==> config.mk <==
export PLATFORM = sky130hd
export DESIGN_NAME = uc_multiplier8bitsc2
export DESIGN_NICKNAME = d
export VERILOG_FILES = /design/src/rtl/uc_multiplier8bitsc2.sv
export SDC_FILE = /design/constraint.sdc
export NUM_CORES = 1
export LEC_CHECK = 0
export BUFFER_PORTS_ARGS = -buffer_cell sky130_fd_sc_hd__buf_4
export CAP_MARGIN = 20
export CORE_MARGIN = 2
export CORE_UTILIZATION = 45
export CTS_BUF_LIST = sky130_fd_sc_hd__clkbuf_8 sky130_fd_sc_hd__clkbuf_16
export CTS_CLUSTER_DIAMETER = 120
export DETAILED_ROUTE_END_ITERATION = 6
export GPL_TIMING_DRIVEN = 1
export PLACE_DENSITY_LB_ADDON = 0.08
export SLEW_MARGIN = 40
export SYNTH_ARGS = -nofsm -noshare
export SYNTH_HDL_FRONTEND = slang
export SYNTH_SLANG_ARGS = --single-unit
==> constraint.sdc <==
create_clock -name CLK -period 1.6 [get_ports CLK]
set_clock_uncertainty 0.05 [all_clocks]
set_input_delay 0.08 -clock CLK [delete_from_list [all_inputs] [get_ports CLK]]
set_output_delay 0.08 -clock CLK [all_outputs]
set_load 0.01 [all_outputs]
==> src/rtl/uc_multiplier8bitsc2.sv <==
// uc_multiplier8bitsc2: Moore sequencer for the FD_multiplier8bitsc2 datapath, stepping
// through operand, ROM and adder loads with programmable ROM-settle wait states.
module uc_multiplier8bitsc2 #(
   parameter int ROM_WAIT = 1
) (
   input  logic       CLK,
   input  logic       RESET,
   input  logic       START,
   output logic       LD_XY,
   output logic       LD_DE0,
   output logic       LD_A,
   output logic       LD_B,
   output logic       LD_DE1,
   output logic       LD_AB,
   output logic       LD_DE_ABshift,
   output logic       LD_RES,
   output logic [1:0] SELROM,
   output logic [1:0] SELSOMA,
   output logic       BUSY,
   output logic       PRONTO
);
   localparam logic [3:0] IDLE  = 4'd0;
   localparam logic [3:0] XY    = 4'd1;
   localparam logic [3:0] W_DE0 = 4'd2;
   localparam logic [3:0] DE0   = 4'd3;
   localparam logic [3:0] W_A   = 4'd4;
   localparam logic [3:0] A     = 4'd5;
   localparam logic [3:0] W_B   = 4'd6;
   localparam logic [3:0] B     = 4'd7;
   localparam logic [3:0] W_DE1 = 4'd8;
   localparam logic [3:0] DE1   = 4'd9;
   localparam logic [3:0] AB    = 4'd10;
   localparam logic [3:0] ABSH  = 4'd11;
   localparam logic [3:0] RES   = 4'd12;
   localparam logic [3:0] DONE  = 4'd13;
   localparam logic [2:0] LAST  = 3'(ROM_WAIT - 1);
   localparam logic       SKIP  = ROM_WAIT == 0;
   logic [3:0] state, nxt;
   logic [2:0] cnt;
   logic       is_w, pre_rom;
   assign is_w    = state inside {W_DE0, W_A, W_B, W_DE1};
   assign pre_rom = state inside {XY, DE0, A, B};
   // Each wait state sits between its two neighbours in the encoding, so skipping it is +2
   always_comb begin
      nxt = state + 4'd1;
      if (state == IDLE)
         nxt = START ? XY : IDLE;
      else if (state == DONE)
         nxt = IDLE;
      else if (is_w)
         nxt = (cnt == LAST) ? state + 4'd1 : state;
      else if (SKIP && pre_rom)
         nxt = state + 4'd2;
   end
   always_ff @(posedge CLK or posedge RESET) begin
      if (RESET) begin
         state <= IDLE;
         cnt   <= 3'd0;
      end else begin
         state <= nxt;
         cnt   <= is_w ? cnt + 3'd1 : 3'd0;
      end
   end
   assign LD_XY         = state == XY;
   assign LD_DE0        = state == DE0;
   assign LD_A          = state == A;
   assign LD_B          = state == B;
   assign LD_DE1        = state == DE1;
   assign LD_AB         = state == AB;
   assign LD_DE_ABshift = state == ABSH;
   assign LD_RES        = state == RES;
   assign SELROM        = (state >= W_DE0 && state <= DE1) ? 2'((state - W_DE0) >> 1) : 2'd0;
   assign SELSOMA       = (state >= AB && state <= RES) ? 2'(state - DE1) : 2'd0;
   assign BUSY          = state != IDLE && state != DONE;
   assign PRONTO        = state == DONE;
endmodule

==> run_results.csv <==
group,metric,value,unit
place,preCtsSetupSlack,0.00174,ns
power_and_ir_drop,share_comb_of_total_power,0.736,
timing,setup_tns,-0.0527,ns
logic_synthesis,yosysTopAreaCell,"dfrtp_1",
global_route,grt_max_degree,12,
timing,setup_viol,1,
power_and_ir_drop,clkPwrFrac,0.111,
logic_synthesis,synth.area.top_cells,"dfrtp_1 (27%), ha_1 (17%), and3_1 (4.9%), mux2i_1 (4.7%), inv_1 (4.7%)",
setup_path,crit_chain,"inv_2 > ha_4 > buf_6 > o21ai_2 > a221oi_2 > buf_4",
layout,fin_cells,123,
hold_path,hold_class,"input pin to register",
drt,route.detailed.drc,0,
layout,drive_gt1_frac,0.472,
setup_path,reg2reg_slack,0.01,ns
floorplan,rows,13,
run,maxCapViolCount,0,
setup_path,cp.required,1.47,ns
floorplan,core,1320,um2
setup_path,worst_ep_arrival_time,1.52,ns
place,port_buffers,16,
drt,drt_first_iter_violations,8,
logic_synthesis,synth.cell_area,644,um2
setup_path,cpPeakStageDelay,0.37,ns
drt,final_antenna_net_count,0,
timing,slew_violations,0,
cts,clk_path_buf_depth,2,
logic_synthesis,seq_area_frac_synth,0.272,
logic_synthesis,avgSynthCellArea,8.48,um2
floorplan,die_h,41.8,um
cts,tritoncts,"yes",
cts,root_buffer,"clkbuf_8",
power_and_ir_drop,finalPower,2.15,mW
floorplan,dieArea,1750,um2
timing,hold_viol,0,
cts,path_clk_slew,0.04,ns
timing,rsz0062_at_grt,"true",
power_and_ir_drop,p_sw,0.952,mW
setup_path,crit_type,"register to primary output",
global_route,grt_use_total,0.207,
setup_path,end_kind,"primary output",
layout,fill_cells,95,
run_status,status,"finished, violations left",
floorplan,initial_core_util,0.489,
global_route,overflow,0,
timing,max_freq,605,MHz
setup_path,path_delay_family,"buffers and inverters",
power_and_ir_drop,cellPowerDensity,2120,nW/um2
drt,num_vias,678,
logic_synthesis,synth_cell_types,30,
layout,num_antenna_cells,0,
place,hpwl,1120,um
place,placed_cells,112,
run_status,violations,"setup timing",
layout,area_delta_synth_final,57.5,%
global_route,grt_pass1_vias,577,
cts,clk_latency,0.23,ns
layout,fin_nets,121,
logic_synthesis,yosysTopAreaCellShare,0.272,
power_and_ir_drop,switching_share,0.443,
layout,final_area,1010,um2
timing,tightest_slew,0.424,ns
drt,drt-vias-per-instance,5.51,
logic_synthesis,netlist_instances,76,
global_route,grt_antenna_before_repair,0,
logic_synthesis,yosysWarningCount,0,
setup_path,start_kind,"register",
power_and_ir_drop,power_frac_seq,0.154,
logic_synthesis,synth_nets,88,
floorplan,ios,17,
timing,hold_ws,0.194,ns
drt,routed_wirelength,1790,um
cts,cts_num_sinks,7,
floorplan,fp.dieW,41.8,um
timing,finalCriticalPeriod,1.65,ns
drt,dr.pass1.iters,4,
cts,cts_made_buffers,3,
setup_path,critPathMaxFanout,4,
setup_path,crit_buf_inv,3,
logic_synthesis,synth.ff_latch_count,7,
timing,fin_crit_sh,1.03,
cts,htree_levels,1,
drt,wire_per_inst,14.6,um
timing,setup_ws,-0.0527,ns
power_and_ir_drop,power.internal,1.20,mW
setup_path,cp_slowest_cell,"dfrtp_1",
global_route,grt_pass1_wl,2750,um
place,postPlaceCellArea,845,um2
timing,relSlewSlack,0.718,
power_and_ir_drop,power.leakage,0.495,nW
place,place_congestion,0.832,
power_and_ir_drop,ir_worst_vdd,1.28,mV
layout,final_util,0.770,
-- flip-flops by register name (all words and copies together), names as in the netlist --
signal,count
state,4
cnt,3
-- synth_stat cells, drive strengths merged --
master	instances
nand2	1
o221a	1
nor2b	2
nor2	7
xnor2	1
buf	3
a22oi	1
dfrtp	7
o22ai	1
a221oi	2
nand3b	1
mux2i	3
nand2b	1
and2	3
ha	9
nand3	1
o211ai	1
o21ai	7
nor3	1
nor3b	2
o31ai	1
a21oi	4
o21a	1
inv	9
and3	5
or3	1
-- path summary, 6_finish.rpt --
check / startpoint / to / depth (start not counted)
setup / recovery: state[1]$_DFFE_PP0P_ / SELROM[0] / 6
hold reg to reg: cnt[0]$_DFF_PP0_ / cnt[0]$_DFF_PP0_ / 1
min in group asynchronous: RESET / cnt[2]$_DFF_PP0_ / 3
hold / removal: START / state[0]$_DFFE_PP0P_ / 3
max in group asynchronous: RESET / state[2]$_DFFE_PP0P_ / 3
setup reg to reg: state[1]$_DFFE_PP0P_ / state[0]$_DFFE_PP0P_ / 6
-- cells by family after synthesis --
logic type | after synthesis | synth area share
AND/OR/NAND/NOR | 25 | 0.217
AO/OA/AOI/OAI | 19 | 0.200
buffers and inverters | 12 | 0.0757
adder cells (fa/ha/maj) | 9 | 0.175
flip-flops | 7 | 0.272
multiplexers | 3 | 0.0466
XOR/XNOR | 1 | 0.0136
-- power groups by stage --
| stage | Clock [mW] | Sequential (mW) | Combinational [mW] |
|---|---|---|---|
| finish | 0.238 | 0.330 | 1.58 |
| global route | 0.258 | 0.342 | 1.72 |
| CTS | 0.243 | 0.320 | 1.34 |
| detailed placement | 0 | 0.330 | 1.21 |
| global placement | 0 | 0.329 | 1.20 |
| floorplan | 0 | 0.310 | 0.774 |
-- layout make-up --
cell class / instances / area (um2) / area share
inverters: 9 / 36.3 / 0.0358
multi-input cells: 57 / 488 / 0.481
clock inverters: 1 / 3.75 / 0.00370
well taps: 15 / 18.8 / 0.0185
flip-flops and latches: 7 / 176 / 0.174
clock buffers: 3 / 41.3 / 0.0407
repair buffers: 31 / 250 / 0.247
-- routing by layer --
metal / wire length [um] / global-route usage / up-vias
met3: 105 / 0.0783 / 2
met1: 800 / 0.293 / 328
met2: 866 / 0.300 / 17
met5: 0 / 0 / -
met4: 21 / 0.0387 / 0
li1: - / - / 331
-- layout by cell type (no fill, tap or decap), types with 2 or more instances in the layout --
cell	count
nor3b_1	2
a221oi_2	2
buf_6	4
nor2_1	5
ha_1	5
o21ai_0	4
nor2_2	2
inv_2	2
ha_2	2
inv_1	7
and3_1	4
nor2b_1	2
mux2i_1	3
clkbuf_8	3
o21ai_2	2
dfrtp_1	6
and2_1	2
ha_4	2
buf_4	26
a21oi_1	3
-- what timing repair did --
item / CTS / global route
pin swaps: 3 / 6
buffers inserted: 5 / 1
hold buffers: 1 / 0
endpoints found under the hold margin: 7 / 0
gates resized for setup: 7 / 14
endpoints found under the setup margin: 6 / 12
-- worst min-delay path, stage by stage --
cell	delay, ns
buf_4	0.07
or3_1	0.10
o221a_1	0.17
Power figures use the tool's default switching activity.
